File: src/rtl/data_bus_router_pkg.sv
// Shared types and default address map for data_bus_router.
// Default map covers the system's RAM, IO, UART0 and mtimer regions.
package data_bus_router_pkg;

    localparam int MAX_SLV = 16;

    typedef logic [$clog2(MAX_SLV)-1:0] slv_idx_t;

    // RAM, IO, UART0, mtimer: one 256 MiB region each.
    localparam logic [31:0] DEF_SLV_BASE [4] = '{32'h0000_0000, 32'h1000_0000,
                                                 32'h2000_0000, 32'h3000_0000};
    localparam logic [31:0] DEF_SLV_MASK [4] = '{default: 32'hF000_0000};

    typedef enum logic [1:0] {
        ST_IDLE,
        ST_WAIT,
        ST_MISS
    } state_t;

endpackage

File: src/rtl/data_bus_router_dec.sv
// Combinational base/mask address decoder: one-hot hit (lowest index wins),
// the encoded slave index, and a miss flag when nothing matches.
module data_bus_router_dec
    import data_bus_router_pkg::*;
#(
    parameter int                N_SLV            = 4,
    parameter int                ADDR_W           = 32,
    parameter logic [ADDR_W-1:0] SLV_BASE [N_SLV] = DEF_SLV_BASE,
    parameter logic [ADDR_W-1:0] SLV_MASK [N_SLV] = DEF_SLV_MASK
) (
    input  logic [ADDR_W-1:0] i_addr,
    output logic [N_SLV-1:0]  o_hit,
    output slv_idx_t          o_sel,
    output logic              o_miss
);

    // NOTE: every output gets a default before the loop so no latch is inferred.
    always_comb begin
        o_hit  = '0;
        o_sel  = '0;
        o_miss = 1'b1;
        // Scan downwards so the lowest matching index is the last one written.
        for (int i = N_SLV - 1; i >= 0; i--) begin
            if ((i_addr & SLV_MASK[i]) == SLV_BASE[i]) begin
                o_hit    = '0;
                o_hit[i] = 1'b1;
                o_sel    = slv_idx_t'(i);
                o_miss   = 1'b0;
            end
        end
    end

endmodule

File: src/rtl/data_bus_router.sv
// Routes the core's OBI data port to one of N_SLV slaves, one transaction outstanding.
// Define DATA_BUS_ROUTER_TIMEOUT_EN to return a bus error when a slave hangs.
module data_bus_router
    import data_bus_router_pkg::*;
#(
    parameter int                N_SLV            = 4,
    parameter int                ADDR_W           = 32,
    parameter int                DATA_W           = 32,
    parameter logic [ADDR_W-1:0] SLV_BASE [N_SLV] = DEF_SLV_BASE,
    parameter logic [ADDR_W-1:0] SLV_MASK [N_SLV] = DEF_SLV_MASK,
    parameter int                TIMEOUT          = 64
) (
    input  logic                    Clk,
    input  logic                    Rst,
    input  logic                    m_req,
    input  logic                    m_we,
    input  logic [ADDR_W-1:0]       m_addr,
    input  logic [DATA_W/8-1:0]     m_be,
    input  logic [DATA_W-1:0]       m_wdata,
    output logic                    m_gnt,
    output logic                    m_rvalid,
    output logic                    m_err,
    output logic [DATA_W-1:0]       m_rdata,
    output logic [N_SLV-1:0]        s_req,
    output logic                    s_we,
    output logic [ADDR_W-1:0]       s_addr,
    output logic [DATA_W/8-1:0]     s_be,
    output logic [DATA_W-1:0]       s_wdata,
    input  logic [N_SLV-1:0]        s_gnt,
    input  logic [N_SLV-1:0]        s_rvalid,
    input  logic [N_SLV-1:0]        s_err,
    input  logic [N_SLV*DATA_W-1:0] s_rdata,
    output logic                    stat_miss,
    output logic                    stat_timeout
);

    if (N_SLV < 1 || N_SLV > MAX_SLV || TIMEOUT < 2) begin : g_param_check
        $error("data_bus_router: N_SLV must be 1..16 and TIMEOUT at least 2");
    end

    state_t            r_state;
    state_t            w_next;
    slv_idx_t          r_pend;
    logic [N_SLV-1:0]  w_hit;
    slv_idx_t          w_sel;
    logic              w_miss;
    logic              w_pend_rvalid;
    logic              w_pend_err;
    logic [DATA_W-1:0] w_pend_rdata;
    logic              w_resp;
    logic              w_timeout;
    logic              w_can_issue;
    logic              w_accept;

    data_bus_router_dec #(
        .N_SLV    (N_SLV),
        .ADDR_W   (ADDR_W),
        .SLV_BASE (SLV_BASE),
        .SLV_MASK (SLV_MASK)
    ) u_dec (
        .i_addr (m_addr),
        .o_hit  (w_hit),
        .o_sel  (w_sel),
        .o_miss (w_miss)
    );

    assign s_we    = m_we;
    assign s_addr  = m_addr;
    assign s_be    = m_be;
    assign s_wdata = m_wdata;

    always_comb begin
        w_pend_rvalid = 1'b0;
        w_pend_err    = 1'b0;
        w_pend_rdata  = '0;
        for (int i = 0; i < N_SLV; i++) begin
            if (r_pend == slv_idx_t'(i)) begin
                w_pend_rvalid = s_rvalid[i];
                w_pend_err    = s_err[i];
                w_pend_rdata  = s_rdata[i*DATA_W +: DATA_W];
            end
        end
    end

    // A new request may issue when idle or in the cycle the pending one completes.
    assign w_resp      = (r_state == ST_WAIT) && w_pend_rvalid;
    assign w_can_issue = !Rst && ((r_state == ST_IDLE) || w_resp);
    assign m_gnt       = w_can_issue && (w_miss || |(w_hit & s_gnt));
    assign s_req       = (m_req && w_can_issue) ? w_hit : '0;
    assign w_accept    = m_req && m_gnt;
    assign stat_miss   = w_accept && w_miss;

`ifdef DATA_BUS_ROUTER_TIMEOUT_EN
    localparam int CNT_W = $clog2(TIMEOUT + 1);
    logic [CNT_W-1:0] r_cnt;

    always_ff @(posedge Clk or posedge Rst) begin
        if (Rst) begin
            r_cnt <= '0;
        end else if (w_accept && !w_miss) begin
            r_cnt <= CNT_W'(1);
        end else if ((r_state == ST_WAIT) && (r_cnt != CNT_W'(TIMEOUT))) begin
            r_cnt <= r_cnt + CNT_W'(1);
        end
    end

    assign w_timeout = (r_state == ST_WAIT) && !w_pend_rvalid && (r_cnt == CNT_W'(TIMEOUT));
`else
    assign w_timeout = 1'b0;
`endif

    assign stat_timeout = w_timeout;

    // NOTE: state registers use non-blocking assignments so every flop samples pre-edge values.
    always_ff @(posedge Clk or posedge Rst) begin
        if (Rst) begin
            r_state <= ST_IDLE;
            r_pend  <= '0;
        end else begin
            r_state <= w_next;
            if (w_accept && !w_miss) begin
                r_pend <= w_sel;
            end
        end
    end

    always_comb begin
        w_next   = r_state;
        m_rvalid = 1'b0;
        m_err    = 1'b0;
        m_rdata  = '0;
        case (r_state)
            ST_IDLE: begin
                if (w_accept) begin
                    w_next = w_miss ? ST_MISS : ST_WAIT;
                end
            end
            ST_WAIT: begin
                if (w_resp) begin
                    m_rvalid = 1'b1;
                    m_err    = w_pend_err;
                    m_rdata  = w_pend_rdata;
                    if (w_accept) begin
                        w_next = w_miss ? ST_MISS : ST_WAIT;
                    end else begin
                        w_next = ST_IDLE;
                    end
                end else if (w_timeout) begin
                    m_rvalid = 1'b1;
                    m_err    = 1'b1;
                    w_next   = ST_IDLE;
                end
            end
            ST_MISS: begin
                m_rvalid = 1'b1;
                m_err    = 1'b1;
                w_next   = ST_IDLE;
            end
            default: w_next = ST_IDLE;
        endcase
    end

endmodule

File: config.mk
export PLATFORM = sky130hd
export DESIGN_NAME = data_bus_router
export DESIGN_NICKNAME = d
export VERILOG_FILES = /design/src/rtl/data_bus_router_pkg.sv /design/src/rtl/data_bus_router_dec.sv /design/src/rtl/data_bus_router.sv
export SDC_FILE = /design/constraint.sdc
export NUM_CORES = 1
export LEC_CHECK = 0
export CAP_MARGIN = 40
export CORE_AREA = 5 5 121 123
export CTS_CLUSTER_SIZE = 10
export DETAILED_ROUTE_END_ITERATION = 7
export DIE_AREA = 0 0 126 128
export SETUP_SLACK_MARGIN = 0.15
export SLEW_MARGIN = 15
export SYNTH_ARGS = -nofsm -noshare
export SYNTH_HDL_FRONTEND = slang
export SYNTH_HIERARCHICAL = 1
export SYNTH_SLANG_ARGS = --single-unit
File: constraint.sdc
create_clock -name Clk -period 5.5 [get_ports Clk]
set_input_delay 1.1 -clock Clk [delete_from_list [all_inputs] [get_ports Clk]]
set_output_delay 1.1 -clock Clk [all_outputs]
set_load 0.02 [all_outputs]
==> results_dict.tcl, run 1 <==
set metrics [dict create \
    cap_violations 0 \
    worst_pin_slew_ns 0.510 \
    synth-seq-area-share 0.0703 \
    finalSetupViolations 0 \
    critPathCaptureType "output pin" \
    crit_required_ns 4.40 \
    p_sw_frac 0.268 \
    cts_made_buffers 3 \
    place_inst 496 \
    clock_sinks 6 \
    arrival_ns 3.35 \
    dieHeight_um 128 \
    synth-main-ff-cell "dfrtp_1" \
    final_cells 499 \
    relSlewSlack 0.660 \
    register_area_um2 153 \
    path_max_fanout 24 \
    powerDensity_nw_per_um2 114 \
    nets 536 \
    drt_iter0_drc 49 \
    cts_setup_buffers 0 \
    period_share 0.810 \
    drive_above_1_share 0.169 \
    dr.pass1.iters 4 \
    initial_core_util 0.158 \
    hold_violations 0 \
    grt_pass1_vias 2251 \
    place_congestion 0.901 \
    p_sw_uw 115 \
    wire_per_inst_um 17.2 \
    ys_types 34 \
    grt_overflow_total 0 \
    worstSkewPairLatency_ns 0.23 \
    synth_seq_cells 6 \
    place_hpwl_um 7460 \
    p_int_uw 315 \
    placementRows 43 \
    final_common_cell "clkdlybuf4s50_1" \
    synth_edf_count 0 \
    synthArstFlopShare 1.00 \
    postRouteAntennaNets 0 \
    design.core.area_um2 13600 \
    syn_area_per_cell_um2 10.4 \
    rsz0062_at_grt "false" \
    status "finished, final reports clean" \
    cts_tree "yes" \
    netlist_instances 205 \
    worst-setup-path-type "input pin to output pin" \
    grt_pass1_wl_um 13000 \
    io_pins 322 \
    antenna_found_initial 0 \
    h-tree-depth 1 \
    io_buffers 190 \
    place_area_um2 3710 \
    die_w_um 126 \
    multi_input_area_um2 1380 \
    num_vias 1988 \
    peakVddDrop_v 0.0000611 \
    ctsHoldBuffers 0 \
    grt_start_max_net_pins 28 \
    p_seq_frac 0.143 \
    skew_ns 0.00250 \
    setup.worst_path.start_class "input pin" \
    fillers 1435 \
    clockBufferDepth 2 \
    clkPwrFrac 0.276 \
    die-area_um2 16100 \
    syn_to_final_growth_pct 77.0 \
    hold_path_class "flop to flop" \
    wl_um 8610 \
    p_leak_nw 1.26 \
    clk_pin_slew_ns 0.04 \
    root_buffer "clkbuf_16" \
    min_period_ns 4.45 \
    pwr-share-comb 0.580 \
    grt_usage 0.101 \
    finalMaxSlewViolations 0 \
    cts_resized 0 \
    power_uw 431 \
    synth_area_um2 2140 \
    max_freq_ghz 0.225 \
    ys_warn_count 6 \
    vias_per_cell 3.98 \
    diodes 0 \
    drc 0 \
    fin_area_um2 3780 \
    tns_ns 0 \
    mostFrequentLayoutCells "190 x clkdlybuf4s50_1, 33 x nor2b_1, 33 x mux4_2" \
]
## kinds of logic (layout without fill, tap and decap cells)
family | after synthesis | after routing | share of synthesized area
multiplexers | 39 | 39 | 0.391
AND/OR/NAND/NOR | 57 | 57 | 0.185
other | 2 | 3 | 0.00351
buffers and inverters | 88 | 201 | 0.288
flip-flops | 6 | 6 | 0.0703
adder cells (fa/ha/maj) | 3 | 3 | 0.0176
AO/OA/AOI/OAI | 10 | 10 | 0.0445
## power groups by stage
stage / Clock (mW) / Combinational (mW) / Sequential [mW]
floorplan: 0 / 0.187 / 0.0559
global placement: 0 / 0.244 / 0.0663
detailed placement: 0 / 0.252 / 0.0630
CTS: 0.120 / 0.254 / 0.0625
global route: 0.123 / 0.269 / 0.0633
finish: 0.119 / 0.250 / 0.0617
## routing by layer
layer / vias up / part of all wire / track usage
met1: 920 / 0.39 / 0.118
met3: 14 / 0.12 / 0.0446
met2: 150 / 0.49 / 0.173
met4: 0 / 0.010 / 0.0183
met5: - / 0 / 0
li1: 904 / - / -
## area by class of cell
type,count,share of cell area
Inverter,5,0.00496
Multi-Input combinational cell,112,0.363
Sequential cell,6,0.0403
Timing Repair Buffer,193,0.512
Tap cell,180,0.0595
Clock buffer,3,0.0198
## worst paths after layout
| path | start | end | cells after the start | slack (ns) |
|---|---|---|---|---|
| worst max-delay path | s_rvalid[1] | m_rdata[15] | 7 | 1.05 |
| worst min-delay path | r_state[0]$_DFFE_PP0P_ | r_state[0]$_DFFE_PP0P_ | 1 | 0.55 |
| worst max register to register | r_pend[0]$_DFFE_PP0P_ | r_pend[0]$_DFFE_PP0P_ | 5 | 3.48 |
| worst min register to register | r_state[0]$_DFFE_PP0P_ | r_state[0]$_DFFE_PP0P_ | 1 | 0.55 |
| max in group asynchronous | Rst | r_pend[0]$_DFFE_PP0P_ | 2 | 4.06 |
| min in group asynchronous | Rst | r_state[1]$_DFFE_PP0P_ | 2 | 1.20 |
## cell usage after synthesis, types with 3 or more instances
| master | count | area (µm²) |
|---|---|---|
| inv_1 | 5 | 18.8 |
| a22o_1 | 3 | 26.3 |
| and3_1 | 5 | 31.3 |
| dfrtp_1 | 6 | 150 |
| buf_2 | 6 | 30.0 |
| mux2_4 | 4 | 60.1 |
| ha_1 | 3 | 37.5 |
| mux4_2 | 33 | 743 |
| buf_4 | 74 | 556 |
| nor3b_1 | 3 | 22.5 |
| nor2b_1 | 33 | 206 |
| clkbuf_1 | 3 | 11.3 |
## flip-flops by register name (all words and copies together) (netlist names)
signal / flops
r_pend: 4
r_state: 2
## critical path, stage by stage
cell and delay (ns):
clkdlybuf4s50_1 0.46, mux2i_1 0.11, mux2i_4 0.25, nand3_2 0.28
buf_4 0.32, nor2b_1 0.19, clkdlybuf4s50_1 0.63
## through the flow
stage | hold WS, ns | utilization | setup slack (ns)
6_report | 0.547 | 0.279 | 1.05
5_1_grt | 0.582 | 0.279 | 0.889
4_1_cts | 0.542 | 0.279 | 0.982
3_5_place_dp | 0.535 | 0.274 | 0.981
3_3_place_gp | 0.516 | 0.272 | 0.996
2_1_floorplan | 0.491 | - | 2.27
Power figures use the tool's default switching activity.
==> run 2: changes to the inputs <==
==> constraint.sdc (replaced) <==
create_clock -name Clk -period 4.05 [get_ports Clk]
set_input_delay 0.81 -clock Clk [delete_from_list [all_inputs] [get_ports Clk]]
set_output_delay 0.81 -clock Clk [all_outputs]
set_load 0.02 [all_outputs]
==> run 2 against run 1 <==
  * Global-route usage down 0.065 points
  * First-iteration DRC count down 2.0%
  * Sequential cell count unchanged
  * Sequential share of layout area about the same
  * Clock power up 38%
  * Combinational power up 35%
  * Power up 36%
  * Largest cell class unchanged
  * Highest routed layer unchanged
==> results_dict.tcl, run 2 (synthesized netlist as in run 1, its figures left out) <==
set metrics [dict create \
    grt_start_max_net_pins 25 \
    drt_iter0_drc 48 \
    max_freq_ghz 0.267 \
    fillers 1430 \
    hold_violations 0 \
    vias_per_cell 3.99 \
    largest_reg_flops 4 \
    place_area_um2 3710 \
    wl_met2_um 4210 \
    cts_tree "yes" \
    crit_top_cell "clkdlybuf4s50_1" \
    period_share 0.924 \
    relSlewSlack 0.634 \
    wl_met3_um 908 \
    dieHeight_um 128 \
    critPathCaptureType "output pin" \
    place_hpwl_um 7350 \
    diodes 0 \
    die-area_um2 16100 \
    crit_required_ns 3.24 \
    powerDensity_nw_per_um2 154 \
    wl_met1_um 3280 \
    worstSkewPairLatency_ns 0.23 \
    io_pins 322 \
    clk_pin_slew_ns 0.03 \
    ctsHoldBuffers 0 \
    regMostFlops "r_pend" \
    drc 0 \
    clock_sinks 6 \
    io_buffers 190 \
    max_stage_delay_ns 0.65 \
    register_area_um2 153 \
    grt_overflow_total 0 \
    final_cells 501 \
    p_leak_nw 1.27 \
    root_buffer "clkbuf_16" \
    cap_violations 0 \
    min_period_ns 3.74 \
    grt_pass1_wl_um 12900 \
    finalMaxSlewViolations 0 \
    placementRows 43 \
    multi_input_area_um2 1390 \
    nets 537 \
    grt_pass1_vias 2231 \
    path_max_fanout 8 \
    finalSetupViolations 0 \
    drive_above_1_share 0.184 \
    status "finished, final reports clean" \
    peakVddDrop_v 0.000134 \
    mostFrequentLayoutCells "188 x clkdlybuf4s50_1, 33 x nor2b_1, 33 x mux4_2" \
    fin_area_um2 3800 \
    num_vias 2000 \
    initial_core_util 0.158 \
    die_w_um 126 \
    hold_path_class "flop to flop" \
    crit_chain "clkdlybuf4s50_1 -> nor4_1 -> a22o_1 -> nor3_1 -> a211oi_2 -> clkdlybuf4s50_1" \
    design.core.area_um2 13600 \
    worst_pin_slew_ns 0.549 \
    setup.worst_path.start_class "input pin" \
    clockBufferDepth 2 \
    arrival_ns 2.93 \
    dr.pass1.iters 4 \
    antenna_found_initial 0 \
    h-tree-depth 1 \
    syn_to_final_growth_pct 77.9 \
    skew_ns 0.00212 \
    place_congestion 0.912 \
    final_common_cell "clkdlybuf4s50_1" \
    tns_ns 0 \
    worst-setup-path-type "input pin to output pin" \
    place_inst 497 \
    wire_per_inst_um 17.0 \
    grt_usage 0.100 \
    postRouteAntennaNets 0 \
    rsz0062_at_grt "false" \
    top_layer "met4" \
    crit_path_top_delay_cell "clkdlybuf4s50_1" \
    cts_made_buffers 3 \
    wl_um 8540 \
    power_uw 586 \
    top_regs "r_pend: 4 flops, r_state: 2 flops" \
]
run 2: changes by cell type in the layout (fill, tap and decap cells not counted):
cell,previous run,this run
clkbuf_1,0,1
nor4b_1,2,0
buf_4,2,5
clkdlybuf4s50_1,190,188
nor4b_2,0,2
run 2: timing repair:
item	in CTS	in global routing
setup buffers	0	0
endpoints found under the setup margin	0	1
gates resized for setup	0	2
run 2: power breakdown:
part / switching [mW] / total (mW) / leakage [nW] / internal (mW)
clock network: 0.0333 / 0.164 / 0.0382 / 0.131
registers: 0.0169 / 0.0848 / 0.0781 / 0.0679
logic: 0.105 / 0.338 / 1.16 / 0.233
total: 0.155 / 0.586 / 1.27 / 0.432
run 2: metrics by stage:
stage                     utilization  setup WS, ns  hold slack [ns]
final                           0.280         0.309            0.529
after global routing            0.280         0.157            0.552
after CTS                       0.280         0.291            0.536
after detailed placement        0.274         0.315            0.535
after global placement          0.274         0.415            0.517
after floorplan                     -          1.40            0.491
run 2: worst paths after layout:
check	slack, ns	from	end	cells past startpoint
worst max register to register	2.02	r_pend[0]$_DFFE_PP0P_	r_pend[0]$_DFFE_PP0P_	5
max in group asynchronous	2.90	Rst	r_pend[0]$_DFFE_PP0P_	2
worst max-delay path	0.31	m_addr[31]	m_gnt	6
worst min-delay path	0.53	r_state[1]$_DFFE_PP0P_	r_state[1]$_DFFE_PP0P_	1
min in group asynchronous	0.93	Rst	r_pend[2]$_DFFE_PP0P_	2
worst min register to register	0.53	r_state[1]$_DFFE_PP0P_	r_state[1]$_DFFE_PP0P_	1
run 2: routing by layer:
layer	vias to the layer above	track usage
met5	-	0
met4	0	0.0246
met3	16	0.0371
met2	148	0.174
met1	930	0.117
li1	906	-
run 2: final cells by class:
| type | count | share of cell area |
|---|---|---|
| Timing Repair Buffer | 194 | 0.510 |
| Multi-Input combinational cell | 112 | 0.365 |
| Tap cell | 180 | 0.0592 |
| Sequential cell | 6 | 0.0401 |
| Clock buffer | 4 | 0.0207 |
| Inverter | 5 | 0.00494 |
run 2: critical path: cells and delay by family:
family | cells | cell delay [ns]
buffers and inverters | 2 | 1.19
AOI/OAI and AO/OA | 2 | 0.43
and+or+nand+nor | 2 | 0.49
==> run 3: changes to the inputs <==
--- a/config.mk
+++ b/config.mk
@@ -5,14 +5,16 @@
 export SDC_FILE = /design/constraint.sdc
 export NUM_CORES = 1
 export LEC_CHECK = 0
+export ABC_CLOCK_PERIOD_IN_PS = 4050
 export CAP_MARGIN = 40
 export CORE_AREA = 5 5 121 123
 export CTS_CLUSTER_SIZE = 10
 export DETAILED_ROUTE_END_ITERATION = 7
 export DIE_AREA = 0 0 126 128
 export SETUP_SLACK_MARGIN = 0.15
-export SLEW_MARGIN = 15
+export SLEW_MARGIN = 5
 export SYNTH_ARGS = -nofsm -noshare
 export SYNTH_HDL_FRONTEND = slang
 export SYNTH_HIERARCHICAL = 1
 export SYNTH_SLANG_ARGS = --single-unit
+export TNS_END_PERCENT = 5
==> results of run 3 <==
Same layout as run 2: the final DEF is identical, and so are final timing and power.
